File: config.mk
export PLATFORM = sky130hd
export DESIGN_NAME = f_d_ifq
export DESIGN_NICKNAME = d
export VERILOG_FILES = /design/src/rtl/cpu_defs.sv /design/src/rtl/f_d_ifq_mem.sv /design/src/rtl/f_d_ifq.sv
export SDC_FILE = /design/constraint.sdc
export NUM_CORES = 1
export LEC_CHECK = 0
export CORE_ASPECT_RATIO = 1.4
export CORE_MARGIN = 3
export CORE_UTILIZATION = 30
export CTS_BUF_LIST = sky130_fd_sc_hd__clkbuf_16
export DETAILED_ROUTE_END_ITERATION = 10
export PLACE_DENSITY = 0.46
export RECOVER_POWER = 25
export SYNTH_ARGS = -nofsm -noshare
export SYNTH_HDL_FRONTEND = slang
export SYNTH_SLANG_ARGS = --single-unit
File: constraint.sdc
create_clock -name clk -period 6.7 [get_ports clk]
set_clock_uncertainty 0.2 [all_clocks]
set_input_delay 1.675 -clock clk [delete_from_list [all_inputs] [get_ports clk]]
set_output_delay 1.675 -clock clk [all_outputs]
set_load 0.01 [all_outputs]
File: src/rtl/cpu_defs.sv
// rtl/cpu_defs.sv - shared pipeline widths, constants and the fetch-queue entry type
//
// Purpose: common definitions for the F/D boundary. No ports.
package cpu_defs;

  localparam int PC_WIDTH    = 32;
  localparam int INSTR_WIDTH = 32;
  localparam int IMM_WIDTH   = 16;
  localparam int ENTRY_WIDTH = PC_WIDTH + INSTR_WIDTH;

  localparam logic [INSTR_WIDTH-1:0] NOP_INSTR = 32'h0000_0000;

  // One fetched instruction with its PC; PC sits in the upper half.
  typedef struct packed {
    logic [PC_WIDTH-1:0]    pc;
    logic [INSTR_WIDTH-1:0] instr;
  } ifq_entry_t;

endpackage

File: src/rtl/f_d_ifq_mem.sv
// rtl/f_d_ifq_mem.sv - DEPTH x 64 entry storage, one write port, two combinational read ports
//
// Purpose: register array holding {PC, instruction} entries. Not reset.
// Ports:
//   clk         pipeline clock
//   i_we        write enable
//   i_waddr     write address
//   i_wdata     write data
//   i_raddr0    head read address        -> o_rdata0
//   i_raddr1    head+1 read address      -> o_rdata1
module ifq_mem
  import cpu_defs::*;
#(
  parameter int DEPTH = 4,
  parameter int AW    = $clog2(DEPTH)
) (
  input  logic                   clk,
  input  logic                   i_we,
  input  logic [AW-1:0]          i_waddr,
  input  logic [ENTRY_WIDTH-1:0] i_wdata,
  input  logic [AW-1:0]          i_raddr0,
  output logic [ENTRY_WIDTH-1:0] o_rdata0,
  input  logic [AW-1:0]          i_raddr1,
  output logic [ENTRY_WIDTH-1:0] o_rdata1
);

  logic [ENTRY_WIDTH-1:0] r_mem [DEPTH];

  always_ff @(posedge clk) begin
    if (i_we) begin
      r_mem[i_waddr] <= i_wdata;
    end
  end

  assign o_rdata0 = r_mem[i_raddr0];
  assign o_rdata1 = r_mem[i_raddr1];

endmodule

File: src/rtl/f_d_ifq.sv
// rtl/f_d_ifq.sv - instruction fetch queue between F and D with redirect flush and delay-slot keep
//
// Purpose: circular buffer of DEPTH {PC, instr} pairs; head is presented to D.
// Ports:
//   clk, reset_n            clock, asynchronous active-low reset
//   F_valid/F_PC/F_Instr    fetched instruction from F
//   F_ready                 queue accepts a push this cycle
//   D_pop                   D consumes the head entry
//   D_flush, D_keep_slot    redirect flush, optionally retaining one delay slot
//   D_valid/D_PC/D_Instr    head entry (zeros when empty)
//   D_Imm                   D_Instr[15:0] for the immediate extender
//   count                   occupancy
module f_d_ifq
  import cpu_defs::*;
#(
  parameter int DEPTH = 4,
  parameter int AW    = $clog2(DEPTH),
  parameter int CW    = AW + 1
) (
  input  logic                   clk,
  input  logic                   reset_n,
  input  logic                   F_valid,
  input  logic [PC_WIDTH-1:0]    F_PC,
  input  logic [INSTR_WIDTH-1:0] F_Instr,
  output logic                   F_ready,
  input  logic                   D_pop,
  input  logic                   D_flush,
  input  logic                   D_keep_slot,
  output logic                   D_valid,
  output logic [PC_WIDTH-1:0]    D_PC,
  output logic [INSTR_WIDTH-1:0] D_Instr,
  output logic [IMM_WIDTH-1:0]   D_Imm,
  output logic [CW-1:0]          count
);

  logic [AW-1:0] r_rd_ptr;
  logic [AW-1:0] r_wr_ptr;
  logic [CW-1:0] r_count;

  logic [AW-1:0] w_rd_ptr_nxt;
  logic [AW-1:0] w_wr_ptr_nxt;
  logic [CW-1:0] w_count_nxt;
  logic          w_we;
  logic [AW-1:0] w_waddr;
  ifq_entry_t    w_wdata;
  ifq_entry_t    w_head;
  ifq_entry_t    w_head1;
  ifq_entry_t    w_f_entry;
  logic          w_push;
  logic          w_pop;
  logic          w_has_rest;

  assign w_f_entry = '{pc: F_PC, instr: F_Instr};

  assign D_valid = (r_count != '0);
  assign F_ready = (r_count < CW'(DEPTH)) || D_pop;
  assign w_push  = F_valid && F_ready;
  assign w_pop   = D_pop && D_valid;

  // True when an entry survives the pop of this cycle.
  assign w_has_rest = (r_count > CW'(w_pop));

  ifq_mem #(.DEPTH(DEPTH), .AW(AW)) u_mem (
    .clk      (clk),
    .i_we     (w_we),
    .i_waddr  (w_waddr),
    .i_wdata  (w_wdata),
    .i_raddr0 (r_rd_ptr),
    .o_rdata0 (w_head),
    .i_raddr1 (r_rd_ptr + AW'(1)),
    .o_rdata1 (w_head1)
  );

  always_comb begin
    w_rd_ptr_nxt = r_rd_ptr;
    w_wr_ptr_nxt = r_wr_ptr;
    w_count_nxt  = r_count;
    w_we         = 1'b0;
    w_waddr      = r_wr_ptr;
    w_wdata      = w_f_entry;
    if (D_flush) begin
      if (D_keep_slot && (w_has_rest || F_valid)) begin
        // The retained slot is rewritten into the current head location so
        // the queue restarts as a single entry at rd_ptr, wherever the slot
        // came from (head, head+1 when popping, or this cycle's fetch).
        w_we         = 1'b1;
        w_waddr      = r_rd_ptr;
        w_wdata      = !w_has_rest ? w_f_entry : (w_pop ? w_head1 : w_head);
        w_wr_ptr_nxt = r_rd_ptr + AW'(1);
        w_count_nxt  = CW'(1);
      end else begin
        w_rd_ptr_nxt = r_wr_ptr;
        w_count_nxt  = '0;
      end
    end else begin
      w_we = w_push;
      if (w_push) begin
        w_wr_ptr_nxt = r_wr_ptr + AW'(1);
      end
      if (w_pop) begin
        w_rd_ptr_nxt = r_rd_ptr + AW'(1);
      end
      w_count_nxt = r_count + CW'(w_push) - CW'(w_pop);
    end
  end

  always_ff @(posedge clk or negedge reset_n) begin
    if (!reset_n) begin
      r_rd_ptr <= '0;
      r_wr_ptr <= '0;
      r_count  <= '0;
    end else begin
      r_rd_ptr <= w_rd_ptr_nxt;
      r_wr_ptr <= w_wr_ptr_nxt;
      r_count  <= w_count_nxt;
    end
  end

  assign D_PC    = D_valid ? w_head.pc : '0;
  assign D_Instr = D_valid ? w_head.instr : NOP_INSTR;
  assign D_Imm   = D_Instr[IMM_WIDTH-1:0];
  assign count   = r_count;

endmodule

== After elaboration in Yosys (flattened, before gate mapping) ==
Memory sizes are Yosys's and may differ from the RTL's.
Cells that the tools add are included.
Cells by class
  reduce and logical (&&, ||, !) cells: 9
  divide/modulo/power cells: 0
  $lt $le $gt $ge: 2
  bitwise logic cells: 0
  mux-type cells: 19
  multiply operators: 0
  eq/ne operators: 1
  shifts and indexed selects: 0
  add/subtract/negate cells: 4
Operator list (number)
  2-to-1 mux 64 bit: 4
  2-to-1 mux 32 bit: 2
  2-to-1 mux 2 bit: 7
  2-to-1 mux 1 bit: 5
  adder 2 x 1 -> 2 bit (second input constant): 2
  nonzero test 2 bit: 2
  adder 3 x 1 -> 3 bit: 1
  greater-than comparator 3 x 1 -> 1 bit: 1
  logical AND 1 bit: 3
  < comparator 3 bit (second input constant): 1
  2-to-1 mux 3 bit: 1
  nonzero test 3 bit: 1
  subtractor 3 x 1 -> 3 bit: 1
  logical OR 1 bit: 2
  != test 2 x 1 -> 1 bit (second input constant): 1
  AND reduction 2 bit: 1
Storage, ports and cells
  latch bits: 0
  memory bits (writable): 256
  memories kept: 1
  ROM bits: 0
  register bits after elaboration: 7
  bits of input ports: 70
Memory list
  u_mem.r_mem: depth 4, bits a word 64, rd ports 2, clocked after Yosys merged registers in 0, wr ports 1, line f_d_ifq_mem.sv:27  | logic [ENTRY_WIDTH-1:0] r_mem [DEPTH];

== Logic depth before layout (Yosys ltp) ==
Gate-level depths: netlist (run 1).
  depth after elaboration: 9
  gate-level depth with buffers: 12
  mapped depth without buffers: 10

== Hierarchy ==
A second synthesis (run 1) with hierarchy kept.
Unflattened totals
  cells, all modules: 776
  area total of the unflattened synthesis: 13412.9 µm²
By module, submodules not included
  ifq_mem: cells each 416, sequential area each 7687.4 µm², area an instance 10964.3 µm², instances 1
  f_d_ifq: cells each 360, sequential area each 175.2 µm², area an instance 2448.6 µm², instances 1

== Least setup slack after synthesis (run 1) ==
OpenSTA, ideal clock, no wires.
  kind: in2reg
  start: input port D_pop
  end: memory u_mem.r_mem[1][0] in the netlist's numbering, enable pin
  path slack: -0.044 ns
  stages: 5
  data arrival time: 6.021 ns
  data required time: 5.977 ns
  path through: nor2b_1 or3_1 a21o_1 and2_4 o41ai_2
On the way
  word-level cells in the longest chain between the ends: 8
RTL lines
  from (decl): line f_d_ifq.sv:26  | input logic D_pop,
  logical AND 1 bit: line f_d_ifq.sv:58  | assign w_pop = D_pop && D_valid;
  greater-than comparator 3 x 1 -> 1 bit: line f_d_ifq.sv:61  | assign w_has_rest = (r_count > CW'(w_pop));
  logical OR 1 bit: line f_d_ifq.sv:82  | if (D_keep_slot && (w_has_rest || F_valid)) begin
  logical AND 1 bit: line f_d_ifq.sv:82
  2-to-1 mux 1 bit: line f_d_ifq.sv:82
  2-to-1 mux 1 bit: line f_d_ifq.sv:81  | if (D_flush) begin
  2-to-1 mux 1 bit: line f_d_ifq_mem.sv:30  | if (i_we) begin
  2-to-1 mux 1 bit (not written as such): line f_d_ifq_mem.sv:31  | r_mem[i_waddr] <= i_wdata;
  to (decl): line f_d_ifq_mem.sv:27
Several ways; a longest one is shown, not always the timed one.

== Worst setup path in the final report (run 1) ==
  start: input port D_pop
  end: memory u_mem.r_mem[2][56] in the netlist's numbering, data pin
On the way
  word-level cells in the longest chain between the ends: 6
RTL lines
  logical AND 1 bit *: line f_d_ifq.sv:58
  greater-than comparator 3 x 1 -> 1 bit: line f_d_ifq.sv:61
  logical OR 1 bit: line f_d_ifq.sv:82
  logical AND 1 bit: line f_d_ifq.sv:82
  2-to-1 mux 64 bit *: line f_d_ifq.sv:82
  2-to-1 mux 64 bit *: line f_d_ifq.sv:81
  named net u_mem.i_wdata[56]: line f_d_ifq_mem.sv:20  | input logic [ENTRY_WIDTH-1:0] i_wdata,
The timed path passes the listed nets; every way through them passes the cells marked *.

==> flow_summary.toml, run 1 <==
[sta]
max_slew_margin_pct = -90.9
worstMarginPinSlew_ns = 2.86
finalCritPeriodShare_pct = 82.3
setup_viol = 0
setup_tns_ns = 0
rsz0062_at_grt = "false"
fmax_ghz = 0.181
final_max_slew_viol_count = 48
hold_viol_final = 0
hold-worst-slack_ns = 0.461
fin_crit_ns = 5.51

[critical_path]
worstSetupEndpointType = "flip-flop"
worstPathArrival_ns = 5.58
worstPathRequired_ns = 6.76
worstPathMaxFanout = 47
worst_setup_path_start_kind = "input pin"
critPathKind = "input pin to flip-flop"
r2r_slack_ns = 1.87

[power_and_ir_drop]
vdd.ir_drop.worst_mv = 0.229
leakagePower_nw = 5.94
total_power_mw = 7.76
p_per_area_mw_per_mm2 = 475

[outcome]
status = "finished, violations left"
violations = "capacitance limit, slew limit"

[route]
detail-route-antenna-nets = 0
dr_total_vias = 8501
dr.first_iter.drc_count = 302
drt_first_pass_iters = 5
routed_wl_um = 32100
viasPerCell = 4.87
drc = 0
avgRoutedWirePerCell_um = 18.4

[placement]
gp_congestion = 0.711
placed_area_mm2 = 0.0155
hpwl_um = 20100
portBuffers = 154

[yosys]
netlist_instances = 1061
ys_warn_count = 0
ys_ff_latch = 263
yosysUniqueCellTypes = 48
syn_area_mm2 = 0.0136
ys_seq_area_share_pct = 57.8
yosysTopAreaCell = "edfxtp_1"
yosys-top-cells-area = "edfxtp_1 56%, mux2i_1 9.5%, mux2_2 7.9%"
synth_edf_count = 256
synth_nets = 1136
async_flop_share_pct = 2.66
synth.top_cell.area_share_pct = 56.5
syn_area_per_cell_um2 = 12.8
synth_ff_type = "edfxtp_1"

[cts]
cts_tree = "yes"
cts_buffer_depth = 3
clkLatencyLatePin_ns = 0.54
post-cts-setup-buffers = 0
h-tree-depth = 1
cts_hold_buffers = 0
clkTransAtPathRegs_ns = 0.07
cts_num_sinks = 263
numCtsBuffers = 27
cts.root.buffer_cell = "clkbuf_16"
cts_resized = 0

[die]
die_x_um = 186
coreArea_mm2 = 0.0444
dieArea_mm2 = 0.0480
initial_core_util_pct = 30.7
dieHeight_um = 258
pin_count = 155
rows = 91

[grt]
grt_usage_pct = 13.3
grt_max_degree = 143
antenna_found_initial = 0
grt_pass1_vias = 8695
grt_pass1_wl_um = 49800
overflow = 0

[hold_path]
hold_class = "flip-flop to flip-flop"

[layout]
final_common_cell = "edfxtp_1"
fin_area_mm2 = 0.0163
drive_gt1_share_pct = 15.2
final_nets = 1241
n_antenna_cell = 0
area_growth_pct = 19.9
mostFrequentLayoutCells = "256 x edfxtp_1, 150 x clkdlybuf4s50_1, 131 x nor2_1, 128 x mux2i_1, 79 x mux2_2"

[run]
cap_violations = 1
synthesized netlist by cell type, types with 2 or more instances:
master    count
o21ai_1      64
clkbuf_1     22
or3_1         2
dfrtp_1       7
nand4b_1      2
a21oi_1      68
o211ai_2     10
buf_1        15
buf_6        15
and2_4        2
edfxtp_1    256
mux2_4       19
a21o_1        2
buf_2        17
nor2b_1       2
ha_1          4
mux2i_1     129
inv_2         2
o211ai_1     54
mux2_2       95
inv_1         7
o41ai_2       2
mux2_1       14
buf_4        28
nand2b_1      2
nor2_1      131
nand2_1      69
metal layers:
layer  up-vias  global-route usage, %  routed length (um)
li1       4161                      -                   -
met1      4176                   15.2               12500
met2       138                   25.9               18000
met3        26                   1.82                1150
met4         0                   2.98                 429
met5         -                      0                   0
worst paths after layout:
check                           cells past startpoint               startpoint                            to
worst max register to register                      7       count[1]$_DFF_PN0_  u_mem.r_mem[2][56]$_DFFE_PP_
worst min register to register                      1  r_wr_ptr[1]$_DFFE_PN0P_       r_wr_ptr[1]$_DFFE_PN0P_
max in group asynchronous                           1                  reset_n       r_rd_ptr[0]$_DFFE_PN0P_
min in group asynchronous                           1                  reset_n            count[2]$_DFF_PN0_
worst max-delay path                                5                    D_pop  u_mem.r_mem[2][56]$_DFFE_PP_
worst min-delay path                                1  r_wr_ptr[1]$_DFFE_PN0P_       r_wr_ptr[1]$_DFFE_PN0P_
state kept, by name, indices dropped and copies added, names as in the netlist:
signal	cells
count	3
r_rd_ptr	2
r_wr_ptr	2
u_mem.r_mem	256
cell families (layout without fill, tap and decap cells):
family,count (synthesis),count (layout),share of synthesized area [%]
DFF,263,263,57.8
muxes,257,257,20.6
and+or+nand+nor,216,216,6.34
AOI/OAI and AO/OA,212,212,9.99
buffers and inverters,106,231,4.68
adders and majority gates,5,5,0.515
xor gates and xnor gates,2,2,0.129
power by group:
part,internal (mW),switching [mW],leakage (nW)
Combinational,1.70,2.07,3.08
Sequential,2.34,0.246,2.43
Clock,0.808,0.601,0.434
final cells by class:
type | instances | area [um2]
clock buffer | 27 | 676
tap | 558 | 698
sequential | 263 | 7870
clock inverter | 22 | 156
fill | 4325 | 28100
timing repair buffer | 173 | 1730
multi-input combinational | 692 | 5160
inverter | 9 | 33.8
worst max-delay path, stage by stage:
cell and delay (ns):
clkdlybuf4s50_1 0.52, and2_0 2.08, buf_4 0.73, o21ai_0 0.17, mux2_1 0.36
stage by stage:
step,utilization [%],setup slack (ns),std cells
after floorplan,-,-0.0444,1061
after global placement,34.9,1.82,1695
after detailed placement,34.9,1.77,1695
after CTS,36.8,1.34,1744
after global routing,36.8,0.803,1744
final,36.8,1.19,1744
(Power assumes the default switching activity.)
==> inputs of run 2 (changes only) <==
clock period = 5.5 ns   (was 6.7 ns; I/O delays follow)
==> run 2 against run 1 <==
  * The flow still finishes with violations (capacitance limit, slew limit)
  * Worst hold slack hardly changed
  * Global-route usage is 0.059 points lower
  * Clock power is 30% higher
  * First-iteration DRC count is 14% higher
  * Combinational power is 22% higher
  * Sequential power is 23% higher
  * Die area stayed put
  * Wire length is 0.12% higher
  * Final cell count is 0.46% higher
==> flow_summary.toml, run 2 (synthesis gave the netlist of run 1 again) <==
[layout]
drive_gt1_share_pct = 15.7
mostFrequentLayoutCells = "256 x edfxtp_1, 148 x clkdlybuf4s50_1, 131 x nor2_1, 128 x mux2i_1, 92 x mux2_2"
fin_cells = 1752
final_common_cell = "edfxtp_1"
final_nets = 1248
largest_register = "u_mem.r_mem"
area_growth_pct = 20.5
n_antenna_cell = 0
largest_reg_flops = 256

[grt]
grt_max_degree = 131
grt_pass1_wl_um = 50000
overflow = 0
grt_usage_pct = 13.3
grt_pass1_vias = 9078
antenna_found_initial = 1

[cts]
clkLatencyLatePin_ns = 0.55
clkTransAtPathRegs_ns = 0.06
cts_buffer_depth = 3
cts.root.buffer_cell = "clkbuf_16"
cts_tree = "yes"
cts_num_sinks = 263
numCtsBuffers = 28
h-tree-depth = 1
cts_resized = 0
cts_hold_buffers = 0
post-cts-setup-buffers = 0

[power_and_ir_drop]
vdd.ir_drop.worst_mv = 0.262
leakagePower_nw = 5.92
p_per_area_mw_per_mm2 = 584

[route]
dr_total_vias = 8619
drc = 0
dr.first_iter.drc_count = 345
detail-route-antenna-nets = 0
viasPerCell = 4.92
routed_wl_um = 32100
avgRoutedWirePerCell_um = 18.3
drt_first_pass_iters = 4

[die]
initial_core_util_pct = 30.7
pin_count = 155
rows = 91
die_x_um = 186
dieArea_mm2 = 0.0480
coreArea_mm2 = 0.0444
dieHeight_um = 258

[outcome]
status = "finished, violations left"
violations = "capacitance limit, slew limit"

[critical_path]
worstPathArrival_ns = 4.98
cp_top_family = "buffers and inverters"
crit_path_max_incr_delay_ns = 1.93
worstPathMaxFanout = 130
critPathKind = "input pin to flip-flop"
worstPathRequired_ns = 5.58
worstSetupEndpointType = "flip-flop"
slowest_stage = "buf_2"
worst_setup_path_start_kind = "input pin"
cp_cell_sequence = "dlygate4sd3_1 -> and2_0 -> buf_2 -> o21ai_0 -> mux2_1"
crit_buf_inv = 2

[sta]
max_slew_margin_pct = -81.2
hold_viol_final = 0
fmax_ghz = 0.204
worstMarginPinSlew_ns = 2.72
finalCritPeriodShare_pct = 89.1
fin_crit_ns = 4.90
final_max_slew_viol_count = 131
setup_viol = 0
rsz0062_at_grt = "false"
setup_ws_ns = 0.602

[run]
cap_violations = 1

[hold_path]
hold_class = "flip-flop to flip-flop"

[placement]
gp_congestion = 0.722
portBuffers = 154
place_ws_ns = 1.17
place_inst = 1701
hpwl_um = 19600
run 2: cell type report:
| class | count | area, um2 |
|---|---|---|
| clock buffers | 29 | 726 |
| clock inverters | 22 | 171 |
| flip-flops and latches | 263 | 7870 |
| well taps | 558 | 698 |
| inverters | 9 | 33.8 |
| repair buffers | 179 | 1820 |
| fillers | 4336 | 28000 |
| multi-input cells | 692 | 5090 |
run 2: where the power goes:
part           switching [mW]  internal [mW]  total (mW)
sequential              0.317           2.85        3.17
clock                   0.782           1.05        1.83
combinational            2.48           2.11        4.60
run 2: final timing paths:
| path | from | end | slack [ns] | cells past startpoint |
|---|---|---|---|---|
| min reg2reg | r_wr_ptr[1]$_DFFE_PN0P_ | r_wr_ptr[1]$_DFFE_PN0P_ | 0.46 | 1 |
| min | r_wr_ptr[1]$_DFFE_PN0P_ | r_wr_ptr[1]$_DFFE_PN0P_ | 0.46 | 1 |
| max in group asynchronous | reset_n | r_rd_ptr[0]$_DFFE_PN0P_ | 3.79 | 1 |
| max reg2reg | count[1]$_DFF_PN0_ | u_mem.r_mem[1][35]$_DFFE_PP_ | 1.34 | 6 |
| min in group asynchronous | reset_n | count[2]$_DFF_PN0_ | 0.99 | 1 |
| max | D_pop | u_mem.r_mem[1][35]$_DFFE_PP_ | 0.60 | 5 |
run 2: stage by stage:
step | hold slack (ns) | util [%] | setup TNS, ns | instance area [um2] | total power, mW
5_1_grt | 0.499 | 37.0 | 0 | 16400 | 10.3
4_1_cts | 0.462 | 37.2 | 0 | 16500 | 9.89
6_report | 0.461 | 37.0 | 0 | 16400 | 9.59
2_1_floorplan | 0.356 | - | -120.88 | 13600 | 6.31
3_5_place_dp | 0.447 | 35.2 | 0 | 15600 | 8.02
3_3_place_gp | 0.454 | 35.2 | 0 | 15600 | 7.98
run 2: worst reg2reg max path, cell delays in order (launching register included):
cell and delay (ns):
dfrtp_1 0.51, nor3_4 0.13, inv_2 0.07, and2_0 0.14, buf_2 1.93, o21ai_0 0.46
mux2_1 0.45
run 2: per-layer routing:
metal  GRT usage [%]  vias up  routed length, um
li1                -     4180                  -
met1            14.7     4267              12500
met2            26.0      137              17800
met3            1.92       33               1230
met4            3.27        2                514
met5               0        -                 13
==> inputs of run 3 (changes only) <==
ABC_AREA = 1   (was unset)
==> run 3 against run 2 <==
  * Combinational power increased by 13%
  * Sequential share of layout area increased by 0.52 points
  * Total power increased by 2.8%
  * Sequential power decreased by 6.6%
  * Final area decreased by 1.1%
  * The flow still finishes with violations (capacitance limit, slew limit)
  * Register-to-register slack improved by 0.09 ns
  * Non-clock buffer count increased by 2
==> flow_summary.toml, run 3 <==
[outcome]
status = "finished, violations left"
violations = "capacitance limit, slew limit"

[critical_path]
slowest_stage = "buf_2"
cp_cell_sequence = "dlygate4sd3_1 -> o21ai_0 -> nand2_1 -> nand2_1 -> nand2_1 -> nand2_1 -> nand2_1 -> nand2_1 -> inv_1 -> nor2_4 -> buf_2"
worstPathArrival_ns = 4.70
worstPathMaxFanout = 64
critPathKind = "input pin to flip-flop"
worstPathRequired_ns = 5.43
worstSetupEndpointType = "flip-flop"
worst_setup_path_start_kind = "input pin"
crit_path_max_incr_delay_ns = 1.49
crit_path_frequent_cell = "nand2_1"

[route]
dr.first_iter.drc_count = 571
avgRoutedWirePerCell_um = 18.9
routed_wl_um = 40000
drc = 0
viasPerCell = 5.10
drt_first_pass_iters = 6
detail-route-antenna-nets = 0
dr_total_vias = 10800

[grt]
grt_max_degree = 144
overflow = 0
grt_pass1_wl_um = 60800
grt_pass1_vias = 11000
grt_usage_pct = 16.1
antenna_found_initial = 0

[sta]
fmax_ghz = 0.210
fin_crit_ns = 4.77
setup_tns_ns = 0
max_slew_margin_pct = -86.7
setup_viol = 0
worstMarginPinSlew_ns = 2.80
finalCritPeriodShare_pct = 86.7
rsz0062_at_grt = "false"
final_max_slew_viol_count = 179
hold_viol_final = 0

[die]
dieHeight_um = 258
rows = 91
die_x_um = 186
dieArea_mm2 = 0.0480
pin_count = 155
initial_core_util_pct = 30.6
coreArea_mm2 = 0.0444

[cts]
clkTransAtPathRegs_ns = 0.06
clkLatencyLatePin_ns = 0.55
post-cts-setup-buffers = 0
cts_hold_buffers = 0
h-tree-depth = 1
cts_num_sinks = 263
cts.root.buffer_cell = "clkbuf_16"
cts_tree = "yes"
cts_resized = 0
cts_buffer_depth = 3
numCtsBuffers = 27

[power_and_ir_drop]
leakagePower_nw = 6.04
vdd.ir_drop.worst_mv = 0.341
p_per_area_mw_per_mm2 = 607
total_power_mw = 9.86

[yosys]
yosysTopAreaCell = "edfxtp_1"
synth_ff_type = "edfxtp_1"
synth_nets = 1535
async_flop_share_pct = 2.66
syn_area_mm2 = 0.0136
ys_ff_latch = 263
synthTopCellsByCount = "317 x nand2_1, 256 x edfxtp_1, 222 x o21ai_0"
netlist_instances = 1460
yosysUniqueCellTypes = 29
ys_warn_count = 0
synth_edf_count = 256
ys_seq_area_share_pct = 57.8
synth.most_common_cell = "nand2_1"
syn_area_per_cell_um2 = 9.31
yosys-top-cells-area = "edfxtp_1 57%, nand2_1 8.7%, o21ai_0 8.2%"
synth.top_cell.area_share_pct = 56.5

[layout]
largest_register = "u_mem.r_mem"
fin_area_mm2 = 0.0162
mostFrequentLayoutCells = "316 x nand2_1, 256 x edfxtp_1, 222 x o21ai_0, 180 x nor2_1, 148 x clkdlybuf4s50_1"
final_nets = 1620
n_antenna_cell = 0
largest_reg_flops = 256
final_common_cell = "nand2_1"
area_growth_pct = 19.4
drive_gt1_share_pct = 4.99

[placement]
gp_congestion = 0.762
hpwl_um = 23800
placed_area_mm2 = 0.0155
portBuffers = 154

[run]
cap_violations = 4

[hold_path]
hold_class = "flip-flop to flip-flop"
## run 3: cell types whose count changed in the layout (fill, tap and decap cells not counted), sizes merged, moves of 4 or more
| cell | before | now |
|---|---|---|
| a21oi | 69 | 102 |
| nand2 | 70 | 319 |
| a22oi | 0 | 18 |
| inv | 12 | 60 |
| a22o | 0 | 29 |
| mux2i | 129 | 0 |
| o31ai | 0 | 10 |
| o22a | 1 | 29 |
| nand3 | 0 | 31 |
| mux2 | 128 | 0 |
| o211ai | 64 | 1 |
| clkinv | 14 | 10 |
| o21ai | 65 | 289 |
| nor2 | 131 | 185 |
## run 3: layout make-up
cell class	instances	area, um2
clock buffer	27	676
clock inverter	19	134
fill	4459	28200
inverter	53	205
multi-input combinational	1019	4870
sequential	263	7870
tap	558	698
timing repair buffer	181	1780
## run 3: report_power, final
group / internal [mW] / switching, mW / total, mW
logic: 1.99 / 3.19 / 5.18
clock network: 0.975 / 0.745 / 1.72
registers: 2.76 / 0.196 / 2.96
## run 3: worst paths after layout
check / from / to / slack (ns) / cells past startpoint
max reg2reg: r_rd_ptr[1]$_DFFE_PN0P_ / u_mem.r_mem[3][37]$_DFFE_PP_ / 1.43 / 8
max in group asynchronous: reset_n / r_rd_ptr[1]$_DFFE_PN0P_ / 3.81 / 1
max: D_pop / u_mem.r_mem[1][27]$_DFFE_PP_ / 0.73 / 11
min in group asynchronous: reset_n / count[2]$_DFF_PN0_ / 0.98 / 1
min: r_wr_ptr[1]$_DFFE_PN0P_ / r_wr_ptr[1]$_DFFE_PN0P_ / 0.42 / 2
min reg2reg: r_wr_ptr[1]$_DFFE_PN0P_ / r_wr_ptr[1]$_DFFE_PN0P_ / 0.42 / 2
## run 3: cells by family (layout without fill, tap and decap cells)
family / count (synthesis) / after routing / synth area share (%)
flops: 263 / 263 / 57.8
fa+ha+maj: 5 / 5 / 0.515
compound gates: 479 / 479 / 19.9
simple gates: 535 / 535 / 15.1
buf+inv: 178 / 280 / 6.62
## run 3: routing by layer
metal / vias up / routed length [um] / GRT usage, %
met5: - / 0 / 0
li1: 5274 / - / -
met1: 5256 / 16400 / 19.2
met3: 56 / 1530 / 1.70
met2: 227 / 21100 / 30.2
met4: 0 / 972 / 4.89
## run 3: worst max-delay path: cells and delay by family
kind                   cells  cell delay, ns
AOI/OAI and AO/OA          1            0.18
buffers and inverters      3            2.26
and+or+nand+nor            7            0.83
## run 3: through the flow
step / setup WS (ns) / hold slack (ns) / utilization [%] / cells
after floorplan: 0.0522 / 0.318 / - / 1460
after global routing: 0.472 / 0.453 / 36.6 / 2120
after CTS: 0.792 / 0.428 / 36.6 / 2120
after detailed placement: 1.23 / 0.411 / 34.8 / 2074
after global placement: 1.25 / 0.403 / 34.8 / 2074
final: 0.730 / 0.424 / 36.6 / 2120
